`src/rtl/cp0_regfile.sv`:
```
// CP0 register file: Count/Compare/Status/Cause/EPC/EBase, mtc0 commit, exception/eret update, timer and interrupt flags.
// Writes land on the next clk edge, reads and vector/interrupt outputs are combinational, no backpressure. Optional BadVAddr via CP0_BADVADDR_EN.
module cp0_regfile #(
    parameter logic [31:0] EBASE_RESET  = 32'h8000_0000,
    parameter logic [31:0] STATUS_RESET = 32'h0040_0000
) (
    input  logic        clk,
    input  logic        rst,
    input  logic        WE,
    input  logic [4:0]  WAddr,
    input  logic [31:0] WData,
    input  logic [4:0]  RAddr,
    output logic [31:0] RData,
    input  logic        ExcValid,
    input  logic [4:0]  ExcCode,
    input  logic [31:0] ExcPC,
    input  logic        InDelaySlot,
`ifdef CP0_BADVADDR_EN
    input  logic [31:0] BadAddr,
`endif
    input  logic        Eret,
    input  logic [5:0]  HwInt,
    output logic [31:0] EbaseOutput,
    output logic [31:0] EpcOutput,
    output logic [31:0] StatusOutput,
    output logic [31:0] CauseOutput,
    output logic [31:0] ExcVector,
    output logic        TimerInt,
    output logic        IntPending
);

    localparam logic [4:0]  REG_BADVADDR = 5'd8;
    localparam logic [4:0]  REG_COUNT    = 5'd9;
    localparam logic [4:0]  REG_COMPARE  = 5'd11;
    localparam logic [4:0]  REG_STATUS   = 5'd12;
    localparam logic [4:0]  REG_CAUSE    = 5'd13;
    localparam logic [4:0]  REG_EPC      = 5'd14;
    localparam logic [4:0]  REG_EBASE    = 5'd15;
    localparam logic [31:0] STATUS_WMASK = 32'h0040_FF03;

    logic [31:0] count_q, compare_q, status_q, epc_q;
    logic [17:0] ebase_q;
    logic        bd_q, timer_q;
    logic [4:0]  exc_code_q;
    logic [1:0]  ip_sw_q;
    logic [5:0]  hw_q;

    logic [31:0] count_d, compare_d, status_d, epc_d;
    logic [17:0] ebase_d;
    logic        bd_d, timer_d;
    logic [4:0]  exc_code_d;
    logic [1:0]  ip_sw_d;
    logic        wr_count, wr_compare, wr_status, wr_cause, wr_epc, wr_ebase;

    assign wr_count   = WE && (WAddr == REG_COUNT);
    assign wr_compare = WE && (WAddr == REG_COMPARE);
    assign wr_status  = WE && (WAddr == REG_STATUS);
    assign wr_cause   = WE && (WAddr == REG_CAUSE);
    assign wr_epc     = WE && (WAddr == REG_EPC);
    assign wr_ebase   = WE && (WAddr == REG_EBASE);

    // mtc0 (older WB instruction) is applied first; exception/eret then override.
    always_comb begin
        count_d    = wr_count   ? WData : count_q + 32'd1;
        compare_d  = wr_compare ? WData : compare_q;
        status_d   = wr_status  ? ((status_q & ~STATUS_WMASK) | (WData & STATUS_WMASK)) : status_q;
        ip_sw_d    = wr_cause   ? WData[9:8] : ip_sw_q;
        epc_d      = wr_epc     ? WData : epc_q;
        ebase_d    = wr_ebase   ? WData[29:12] : ebase_q;
        bd_d       = bd_q;
        exc_code_d = exc_code_q;
        if (wr_compare)
            timer_d = 1'b0;
        else if (count_q == compare_q)
            timer_d = 1'b1;
        else
            timer_d = timer_q;

        if (ExcValid) begin
            if (!status_d[1]) begin
                epc_d = InDelaySlot ? (ExcPC - 32'd4) : ExcPC;
                bd_d  = InDelaySlot;
            end
            exc_code_d  = ExcCode;
            status_d[1] = 1'b1;
        end else if (Eret) begin
            status_d[1] = 1'b0;
        end
    end

    always_ff @(posedge clk or posedge rst) begin
        if (rst) begin
            count_q    <= '0;
            compare_q  <= '0;
            status_q   <= STATUS_RESET;
            epc_q      <= '0;
            ebase_q    <= EBASE_RESET[29:12];
            bd_q       <= 1'b0;
            timer_q    <= 1'b0;
            exc_code_q <= '0;
            ip_sw_q    <= '0;
            hw_q       <= '0;
        end else begin
            count_q    <= count_d;
            compare_q  <= compare_d;
            status_q   <= status_d;
            epc_q      <= epc_d;
            ebase_q    <= ebase_d;
            bd_q       <= bd_d;
            timer_q    <= timer_d;
            exc_code_q <= exc_code_d;
            ip_sw_q    <= ip_sw_d;
            hw_q       <= HwInt;
        end
    end

`ifdef CP0_BADVADDR_EN
    logic [31:0] badvaddr_q;

    always_ff @(posedge clk or posedge rst) begin
        if (rst)
            badvaddr_q <= '0;
        else if (ExcValid && ((ExcCode == 5'd4) || (ExcCode == 5'd5)))
            badvaddr_q <= BadAddr;
    end
`else
    logic [31:0] badvaddr_q;
    assign badvaddr_q = '0;
`endif

    assign StatusOutput = status_q;
    assign EpcOutput    = epc_q;
    assign EbaseOutput  = {2'b10, ebase_q, 12'h000};
    assign CauseOutput  = {bd_q, 15'h0000, hw_q[5] | timer_q, hw_q[4:0], ip_sw_q, 1'b0, exc_code_q, 2'b00};
    assign TimerInt     = CauseOutput[15];
    assign ExcVector    = status_q[22] ? 32'hBFC0_0380 : {EbaseOutput[31:12], 12'h180};
    assign IntPending   = status_q[0] & ~status_q[1] & (|(CauseOutput[15:8] & status_q[15:8]));

    always_comb begin
        RData = '0;
        case (RAddr)
            REG_BADVADDR: RData = badvaddr_q;
            REG_COUNT:    RData = count_q;
            REG_COMPARE:  RData = compare_q;
            REG_STATUS:   RData = status_q;
            REG_CAUSE:    RData = CauseOutput;
            REG_EPC:      RData = epc_q;
            REG_EBASE:    RData = EbaseOutput;
            default:      RData = '0;
        endcase
    end

endmodule

```
`config.mk`:
```
export PLATFORM = sky130hd
export DESIGN_NAME = cp0_regfile
export DESIGN_NICKNAME = d
export VERILOG_FILES = /design/src/rtl/cp0_regfile.sv
export SDC_FILE = /design/constraint.sdc
export NUM_CORES = 1
export LEC_CHECK = 0
export BUFFER_PORTS_ARGS = -buffer_cell sky130_fd_sc_hd__buf_2
export CAP_MARGIN = 20
export CORE_ASPECT_RATIO = 1.25
export CORE_MARGIN = 2
export CORE_UTILIZATION = 56
export DETAILED_ROUTE_END_ITERATION = 7
export MAX_ROUTING_LAYER = met4
export PLACE_DENSITY_LB_ADDON = 0.2
export REMOVE_ABC_BUFFERS = 1
export SLEW_MARGIN = 15
export SYNTH_ARGS = -nofsm -noshare
export SYNTH_HDL_FRONTEND = slang
export SYNTH_SLANG_ARGS = --single-unit
```
`constraint.sdc`:
```
create_clock -name clk -period 7.19 [get_ports clk]
set_input_delay 1.0785 -clock clk [delete_from_list [all_inputs] [get_ports clk]]
set_output_delay 1.0785 -clock clk [all_outputs]
set_load 0.1 [all_outputs]
```
==> results.json, run 1 <==
{
  "dp_slack_ns": 2.41,
  "drive_gt1_share_pct": 34.2,
  "grt_max_degree": 81,
  "drv_slew": 0,
  "postCtsResizedCells": 0,
  "synth_compound_area_share_pct": 9.03,
  "internal_power_mw": 1.86,
  "via_per_inst": 5.72,
  "wl_per_cell_um": 19.2,
  "hold_violations": 0,
  "grt-ovfl-total": 0,
  "synthArstFlopShare_pct": 100,
  "numCtsBuffers": 17,
  "p_sw_mw": 1.85,
  "synthXorXnorAreaFrac_pct": 8.57,
  "combPwrFrac_pct": 44.6,
  "rsz0062_at_grt": "no",
  "p_per_area_nw_per_um2": 365,
  "yosys_warnings": 0,
  "initial_utilization_pct": 57.6,
  "h-tree-depth": 4,
  "fin_nets": 1152,
  "detail-route-antenna-nets": 0,
  "timing.critical_path.from_type": "input port",
  "synth_top_family_by_area": "multiplexers",
  "synth_edf_count": 0,
  "fp.dieArea_um2": 16500,
  "yosysUniqueCellTypes": 55,
  "slowest_stage": "buf_4",
  "dpl-instance-area_um2": 9620,
  "grt_usage_pct": 30.8,
  "path_buf_inv": 5,
  "clkPwrFrac_pct": 23.2,
  "cts_setup_buffers": 0,
  "io_buffers": 218,
  "seq_power_share_pct": 32.2,
  "cap_violations": 0,
  "drc": 0,
  "yosysSeqAreaShare_pct": 40.3,
  "core_area_um2": 15100,
  "synth_top_area_share_pct": 40.0,
  "max_slew_margin_pct": 27.7,
  "crit_type": "in2out",
  "swShare_pct": 49.9,
  "drt_iter0_drc": 663,
  "num_vias": 7331,
  "die_h_um": 143,
  "insertion_delay_ns": 0.42,
  "fin_skew_ns": 0.0105,
  "power_leakage_nw": 4.71,
  "timing.fmax_mhz": 208,
  "avgSynthCellArea_um2": 9.91,
  "cts_tree": "done",
  "grt_pass1_wl_um": 37600,
  "crit_required_ns": 6.11,
  "syn_area_um2": 8690,
  "synthMuxAreaShare_pct": 18.4,
  "period_share_pct": 66.8,
  "dpl.hpwl_um": 17300,
  "fillers": 1253,
  "clkTransAtPathRegs_ns": 0.06,
  "yosys-top-cells-area": "dfrtp_1 40%, mux2_2 11%, mux2i_1 7.1%, buf_4 6.4%, xnor2_1 5.8%",
  "synth-seq-cells": 140,
  "setup_ws_ns": 2.39,
  "setup_violations": 0,
  "irDropWorstVdd_mv": 0.223,
  "layout_commonest_cell": "buf_2",
  "antenna_found_initial": 1,
  "rows": 50,
  "io_pins": 285,
  "cts-root-buf": "clkbuf_16",
  "final_area_um2": 10200,
  "fin_cells": 1281,
  "synth_top_flop_cell": "dfrtp_1",
  "cts_buffer_depth": 2,
  "dp.cells": 1248,
  "areaGrowthSynthToFinish_pct": 17.3,
  "grt_pass1_vias": 6930,
  "routed_wl_um": 24600,
  "synth_simple_gate_area_share_pct": 14.2,
  "critical-path-top-delay-family": "buffers and inverters",
  "mostFrequentLayoutCells": "218 x buf_2, 139 x dfrtp_1, 87 x mux2_2",
  "synth_fa_ha_area_share_pct": 0.288,
  "first_pass_iters": 5,
  "hold_path.class": "reg2reg",
  "path_cells": "buf_2, buf_4, inv_1, or2_2, nor2_1, buf_4, a22oi_1, o21ai_0, buf_2",
  "worstMarginPinSlew_ns": 1.08,
  "cp-end-kind": "output port",
  "finalSetupTns_ns": 0,
  "min_period_ns": 4.80,
  "synth_area_leader_cell": "dfrtp_1",
  "clock-sinks": 140,
  "worstPathArrival_ns": 3.72,
  "syn_inst": 877,
  "slowest_delay_ns": 0.52,
  "status": "complete, no violations",
  "hold_buffers": 0,
  "path_max_fanout": 34,
  "place.gp.congestion": 0.844,
  "die_w_um": 115
}
final timing paths:
check / startpoint / to / slack (ns) / cells past startpoint
worst max-delay path: RAddr[1] / RData[0] / 2.39 / 9
worst min-delay path: timer_q$_DFFE_PP0P_ / timer_q$_DFFE_PP0P_ / 0.51 / 2
worst max register to register: count_q[0]$_DFF_PP0_ / count_q[24]$_DFF_PP0_ / 4.76 / 6
worst min register to register: timer_q$_DFFE_PP0P_ / timer_q$_DFFE_PP0P_ / 0.51 / 2
max in group asynchronous: rst / compare_q[7]$_DFFE_PP0P_ / 5.16 / 3
min in group asynchronous: rst / ebase_q[5]$_DFFE_PP0P_ / 0.78 / 2
worst min-delay path: stages (launching register included):
cell     delay [ns]
dfrtp_1        0.34
a21oi_1        0.05
nor2_1         0.08
power by group through the flow:
stage	Clock (mW)	Sequential (mW)	Combinational, mW
global route	0.904	1.23	1.73
global placement	0	1.20	1.64
detailed placement	0	1.21	1.65
floorplan	0	1.69	0.847
CTS	0.870	1.19	1.66
finish	0.861	1.20	1.66
state kept, by name (all words and copies together), names as in the netlist:
signal	flops
compare_q	32
StatusOutput	11
exc_code_q	5
ip_sw_q	2
hw_q	6
count_q	32
bd_q	1
timer_q	1
ebase_q	18
EpcOutput	32
layer usage:
layer	vias up	routed length (um)	track usage [%]	part of all wire, %
met5	-	0	-	0
met4	0	569	9.77	2.3
met3	38	1520	5.05	6.2
met2	329	12400	50.9	50
met1	3616	10100	38.8	41
li1	3348	-	-	-
cell type report:
class / count / area (um^2) / share of cell area [%]
clock inverter: 14 / 144 / 1.41
inverter: 6 / 27.5 / 0.270
antenna: 1 / 2.50 / 0.0245
multi-input combinational: 665 / 4650 / 45.6
clock buffer: 18 / 429 / 4.21
sequential: 140 / 3500 / 34.4
timing repair buffer: 229 / 1170 / 11.5
tap: 208 / 260 / 2.55
cell usage after synthesis (7+ instances only):
master and n:
nand3_1 11, and3_1 7, nor4_1 17, nor2_1 60, dfrtp_1 139, mux2_2 87
o22ai_1 14, or3_1 9, xor2_1 27, buf_4 74, o21ai_1 7, a21oi_1 43
mux2i_1 62, nand4_1 23, nor2b_1 10, or4_1 7, nor3_1 10, or2_2 11
xnor2_1 58, nand2_1 50, clkbuf_1 50, o21ai_0 24, and4_1 7
kinds of logic (layout without fill, tap and decap cells):
group / Yosys count / count (layout)
and+or+nand+nor: 237 / 237
muxes: 149 / 149
DFF: 140 / 140
buffers and inverters: 136 / 267
AOI/OAI and AO/OA: 126 / 126
xor gates and xnor gates: 85 / 85
adders and majority gates: 2 / 2
other: 2 / 67
through the flow:
| step | power, mW | util [%] | hold slack (ns) |
|---|---|---|---|
| after floorplan | 2.54 | - | 0.455 |
| after global placement | 2.84 | 63.8 | 0.470 |
| after detailed placement | 2.86 | 63.8 | 0.480 |
| after CTS | 3.72 | 67.6 | 0.511 |
| after global routing | 3.86 | 67.6 | 0.548 |
| final | 3.72 | 67.6 | 0.512 |
Power figures use the tool's default switching activity.
==> inputs of run 2 (changes only) <==
Settings changed: CORE_UTILIZATION 56 to 47.
Clock period 7.19 ns to 4.3 ns, I/O delays scaled along.
==> run 2 against run 1 <==
Net effect:
- first-iteration DRC count is 46% lower
- wire length is 4.8% higher
- non-clock buffer count is 3 higher
- die area is 19% higher
- combinational power is 70% higher
- critical path type unchanged
- sequential power is 68% higher
- total power is 72% higher
- flip-flop and latch count stayed put
- global-route usage is 3.9 points lower
==> results.json, run 2 (same netlist as run 1, synthesis figures left out) <==
{
  "dpl.hpwl_um": 18600,
  "period_share_pct": 74.6,
  "wl_per_cell_um": 19.8,
  "grt_usage_pct": 27.0,
  "cap_violations": 0,
  "insertion_delay_ns": 0.43,
  "postCtsResizedCells": 0,
  "hold_violations": 0,
  "timing.fmax_mhz": 312,
  "io_buffers": 218,
  "grt-ovfl-total": 0,
  "first_pass_iters": 5,
  "holdWs_ns": 0.315,
  "hold_path.class": "in2reg",
  "antenna_found_initial": 0,
  "setup_violations": 0,
  "via_per_inst": 5.55,
  "io_pins": 285,
  "min_period_ns": 3.21,
  "core_area_um2": 18100,
  "crit_required_ns": 3.65,
  "path_cells": "buf_2, nand3b_1, or2_2, nor2_1, buf_4, a22oi_1, o21ai_0, buf_12",
  "p_per_area_nw_per_um2": 594,
  "irDropWorstVdd_mv": 0.309,
  "timing.critical_path.from_type": "input port",
  "final_area_um2": 10800,
  "drc": 0,
  "cts_buffer_depth": 2,
  "fillers": 1636,
  "detail-route-antenna-nets": 0,
  "status": "complete, no violations",
  "path_max_fanout": 15,
  "crit_type": "in2out",
  "num_vias": 7230,
  "h-tree-depth": 4,
  "cp-end-kind": "output port",
  "rows": 55,
  "fp.dieArea_um2": 19600,
  "place.gp.congestion": 0.884,
  "die_w_um": 126,
  "rsz0062_at_grt": "no",
  "drt_iter0_drc": 360,
  "slowest_delay_ns": 0.50,
  "worstMarginPinSlew_ns": 1.08,
  "cts_tree": "done",
  "clock-sinks": 140,
  "grt_pass1_vias": 6927,
  "numCtsBuffers": 17,
  "clkTransAtPathRegs_ns": 0.06,
  "fin_skew_ns": 0.0103,
  "grt_pass1_wl_um": 39400,
  "die_h_um": 156,
  "fin_nets": 1155,
  "antenna_cells": 0,
  "mostFrequentLayoutCells": "186 x buf_2, 139 x dfrtp_1, 87 x mux2_2",
  "dpl-instance-area_um2": 10100,
  "grt_max_degree": 73,
  "routed_wl_um": 25800,
  "layout_commonest_cell": "buf_2",
  "worstPathArrival_ns": 2.56,
  "max_slew_margin_pct": 27.7,
  "cts-root-buf": "clkbuf_16",
  "power_leakage_nw": 4.84,
  "drive_gt1_share_pct": 34.4,
  "slowest_stage": "or2_2",
  "drv_slew": 0,
  "hold_buffers": 0,
  "initial_utilization_pct": 48.0,
  "areaGrowthSynthToFinish_pct": 24.0,
  "cts_setup_buffers": 0
}
==> run 2: changes by cell type in the layout (fill, tap and decap cells not counted), sizes merged <==
cell,before,now
clkinv,8,5
bufinv,2,4
diode,1,0
clkinvlp,2,3
buf,229,232
==> run 2: metal layers <==
| metal | routed length (um) | global-route usage (%) | vias to the layer above | part of all wire [%] |
|---|---|---|---|---|
| li1 | - | - | 3360 | - |
| met1 | 10800 | 33.8 | 3562 | 42 |
| met2 | 13100 | 45.3 | 272 | 51 |
| met3 | 1330 | 4.42 | 36 | 5.2 |
| met4 | 509 | 7.72 | 0 | 2.0 |
| met5 | 0 | - | - | 0 |
==> run 2: final timing paths <==
kind	startpoint	endpoint	slack, ns	cells past startpoint
setup / recovery	RAddr[4]	RData[0]	1.09	8
hold / removal	HwInt[3]	hw_q[3]$_DFF_PP0_	0.32	1
setup reg to reg	count_q[0]$_DFF_PP0_	count_q[26]$_DFF_PP0_	1.86	6
hold reg to reg	bd_q$_DFFE_PP0P_	bd_q$_DFFE_PP0P_	0.50	2
max in group asynchronous	rst	count_q[26]$_DFF_PP0_	2.97	3
min in group asynchronous	rst	ebase_q[8]$_DFFE_PP0P_	0.33	2
==> run 2: where the power goes <==
part	switching, mW	internal [mW]	total (mW)
Clock	0.590	0.971	1.56
Sequential	0.402	1.61	2.02
Combinational	2.13	0.690	2.82
Total	3.12	3.28	6.40
==> run 2: worst max-delay path: cells and delay by family <==
kind | cells | cell delay (ns)
AND/OR/NAND/NOR | 3 | 1.01
buffers and inverters | 3 | 0.59
AO/OA/AOI/OAI | 2 | 0.29
==> run 2: per-stage QoR <==
| step | worst slack [ns] | total power, mW | utilization [%] | std cells | TNS (ns) |
|---|---|---|---|---|---|
| 2_1_floorplan | -0.145 | 4.24 | - | 811 | -17.05 |
| 3_3_place_gp | 1.10 | 4.82 | 56.0 | 1270 | 0 |
| 3_5_place_dp | 1.10 | 4.86 | 56.0 | 1270 | 0 |
| 4_1_cts | 1.11 | 6.42 | 59.5 | 1302 | 0 |
| 5_1_grt | 0.974 | 6.67 | 59.6 | 1303 | 0 |
| 6_report | 1.09 | 6.40 | 59.6 | 1303 | 0 |
==> run 2: layout make-up <==
class | instances | area (um^2) | share of cell area (%)
clock inverters | 14 | 193 | 1.79
inverters | 6 | 27.5 | 0.255
repair buffers | 232 | 1690 | 15.7
clock buffers | 18 | 429 | 3.98
well taps | 228 | 285 | 2.65
flip-flops and latches | 140 | 3500 | 32.5
multi-input cells | 665 | 4650 | 43.2
==> inputs of run 3 (changes only) <==
Clock period 4.3 ns to 2.65 ns, I/O delays scaled along.
==> run 3 against run 2 <==
Net effect:
- die area unchanged
- combinational power up 63%
- via count up 0.11%
- utilization up 0.72 points
- design area up 1.2%
- hold slack worse by 0.24 ns
- non-clock buffer count up 23
- sequential power up 61%
- flip-flop and latch count unchanged
- largest cell class unchanged
==> results.json, run 3 (same netlist as run 1, synthesis figures left out) <==
{
  "fin_nets": 1178,
  "postCtsResizedCells": 0,
  "path_max_fanout": 5,
  "cts_setup_buffers": 0,
  "worstPathArrival_ns": 2.79,
  "detail-route-antenna-nets": 0,
  "max_slew_margin_pct": 53.2,
  "crit_required_ns": 2.96,
  "min_period_ns": 2.49,
  "path_buf_inv": 1,
  "grt_pass1_wl_um": 39500,
  "insertion_delay_ns": 0.43,
  "fin_cells": 1327,
  "cts_buffer_depth": 2,
  "rsz0062_at_grt": "no",
  "cts-root-buf": "clkbuf_16",
  "status": "complete, no violations",
  "path_cells": "buf_2, or4_4, or4_1, or4_1, o31a_1, o31a_1",
  "via_per_inst": 5.45,
  "timing.critical_path.from_type": "input port",
  "grt_pass1_vias": 6966,
  "cts_tree": "done",
  "hold_violations": 0,
  "hold_buffers": 0,
  "initial_utilization_pct": 48.0,
  "first_pass_iters": 5,
  "grt_usage_pct": 26.9,
  "setup_violations": 0,
  "drive_gt1_share_pct": 35.4,
  "clkTransAtPathRegs_ns": 0.06,
  "fin_skew_ns": 0.00675,
  "crit_path_start": "ExcPC[12]",
  "dp_slack_ns": -0.238,
  "areaGrowthSynthToFinish_pct": 25.5,
  "fp.dieArea_um2": 19600,
  "h-tree-depth": 4,
  "setup_ws_ns": 0.165,
  "routed_wl_um": 25700,
  "slowest_delay_ns": 0.66,
  "die_h_um": 156,
  "core_area_um2": 18100,
  "worstMarginPinSlew_ns": 0.702,
  "antenna_found_initial": 1,
  "drc": 0,
  "dp.cells": 1294,
  "io_pins": 285,
  "irDropWorstVdd_mv": 0.557,
  "num_vias": 7238,
  "numCtsBuffers": 17,
  "reg2reg_from": "count_q[0]$_DFF_PP0_",
  "grt-ovfl-total": 0,
  "drv_slew": 0,
  "multiInputGateArea_um2": 4650,
  "holdWs_ns": 0.0751,
  "die_w_um": 126,
  "power_leakage_nw": 4.94,
  "grt_max_degree": 76,
  "slowest_stage": "or4_1",
  "crit_type": "in2reg",
  "p_per_area_nw_per_um2": 928,
  "seq_area_um2": 3500,
  "critical-path-top-delay-family": "simple AND/OR/NAND/NOR gates",
  "period_share_pct": 93.8,
  "wl_per_cell_um": 19.4,
  "hold_path.class": "in2reg",
  "place.gp.congestion": 0.840,
  "drt_iter0_drc": 433,
  "rows": 55,
  "finalSetupTns_ns": 0,
  "cap_violations": 0,
  "clock-sinks": 140,
  "cp-end-kind": "flop",
  "io_buffers": 218,
  "dpl.hpwl_um": 18800,
  "mostFrequentLayoutCells": "186 x buf_2, 139 x dfrtp_1, 87 x mux2_2",
  "timing.fmax_mhz": 402,
  "hold_start": "HwInt[2]",
  "total_power_mw": 10.1,
  "layout_commonest_cell": "buf_2",
  "fillers": 1637
}
==> run 3: cell types whose count changed in the layout (fill, tap and decap cells not counted), moves of 3 or more <==
cell       before  now
clkbuf_1        1    4
buf_4          13   34
bufinv_16       4    1
clkbuf_8        0    4
==> run 3: layout make-up <==
cell class / count / area share (%)
multi-input cells: 665 / 42.6
flip-flops and latches: 140 / 32.1
repair buffers: 255 / 17.3
clock buffers: 25 / 4.54
well taps: 228 / 2.61
clock inverters: 7 / 0.573
inverters: 6 / 0.252
diodes: 1 / 0.0229
==> run 3: report_power, final <==
group	total (mW)	internal [mW]	switching, mW	leakage, nW
Clock	2.27	1.38	0.884	0.277
Sequential	3.26	2.62	0.641	1.70
Combinational	4.60	1.13	3.47	2.96
==> run 3: path summary, 6_finish.rpt <==
| kind | end | slack [ns] | cells past startpoint |
|---|---|---|---|
| worst max register to register | count_q[30]$_DFF_PP0_ | 0.71 | 7 |
| worst min register to register | timer_q$_DFFE_PP0P_ | 0.50 | 2 |
| worst max-delay path | EpcOutput[30]$_DFF_PP0_ | 0.16 | 6 |
| min in group asynchronous | ebase_q[5]$_DFFE_PP0P_ | 0.09 | 2 |
| max in group asynchronous | count_q[2]$_DFF_PP0_ | 1.81 | 3 |
| worst min-delay path | hw_q[2]$_DFF_PP0_ | 0.08 | 1 |
==> run 3: per-stage QoR <==
step	util [%]	instance area, um^2
after global routing	60.3	10900
after floorplan	-	8160
after detailed placement	57.2	10300
after CTS	60.3	10900
after global placement	57.2	10300
final	60.3	10900
==> run 3: layer usage <==
metal	track usage (%)	part of all wire (%)	up-vias
li1	-	-	3403
met1	33.3	42	3509
met2	45.8	51	295
met3	4.70	5.5	31
met4	7.20	1.4	0
met5	-	0	-
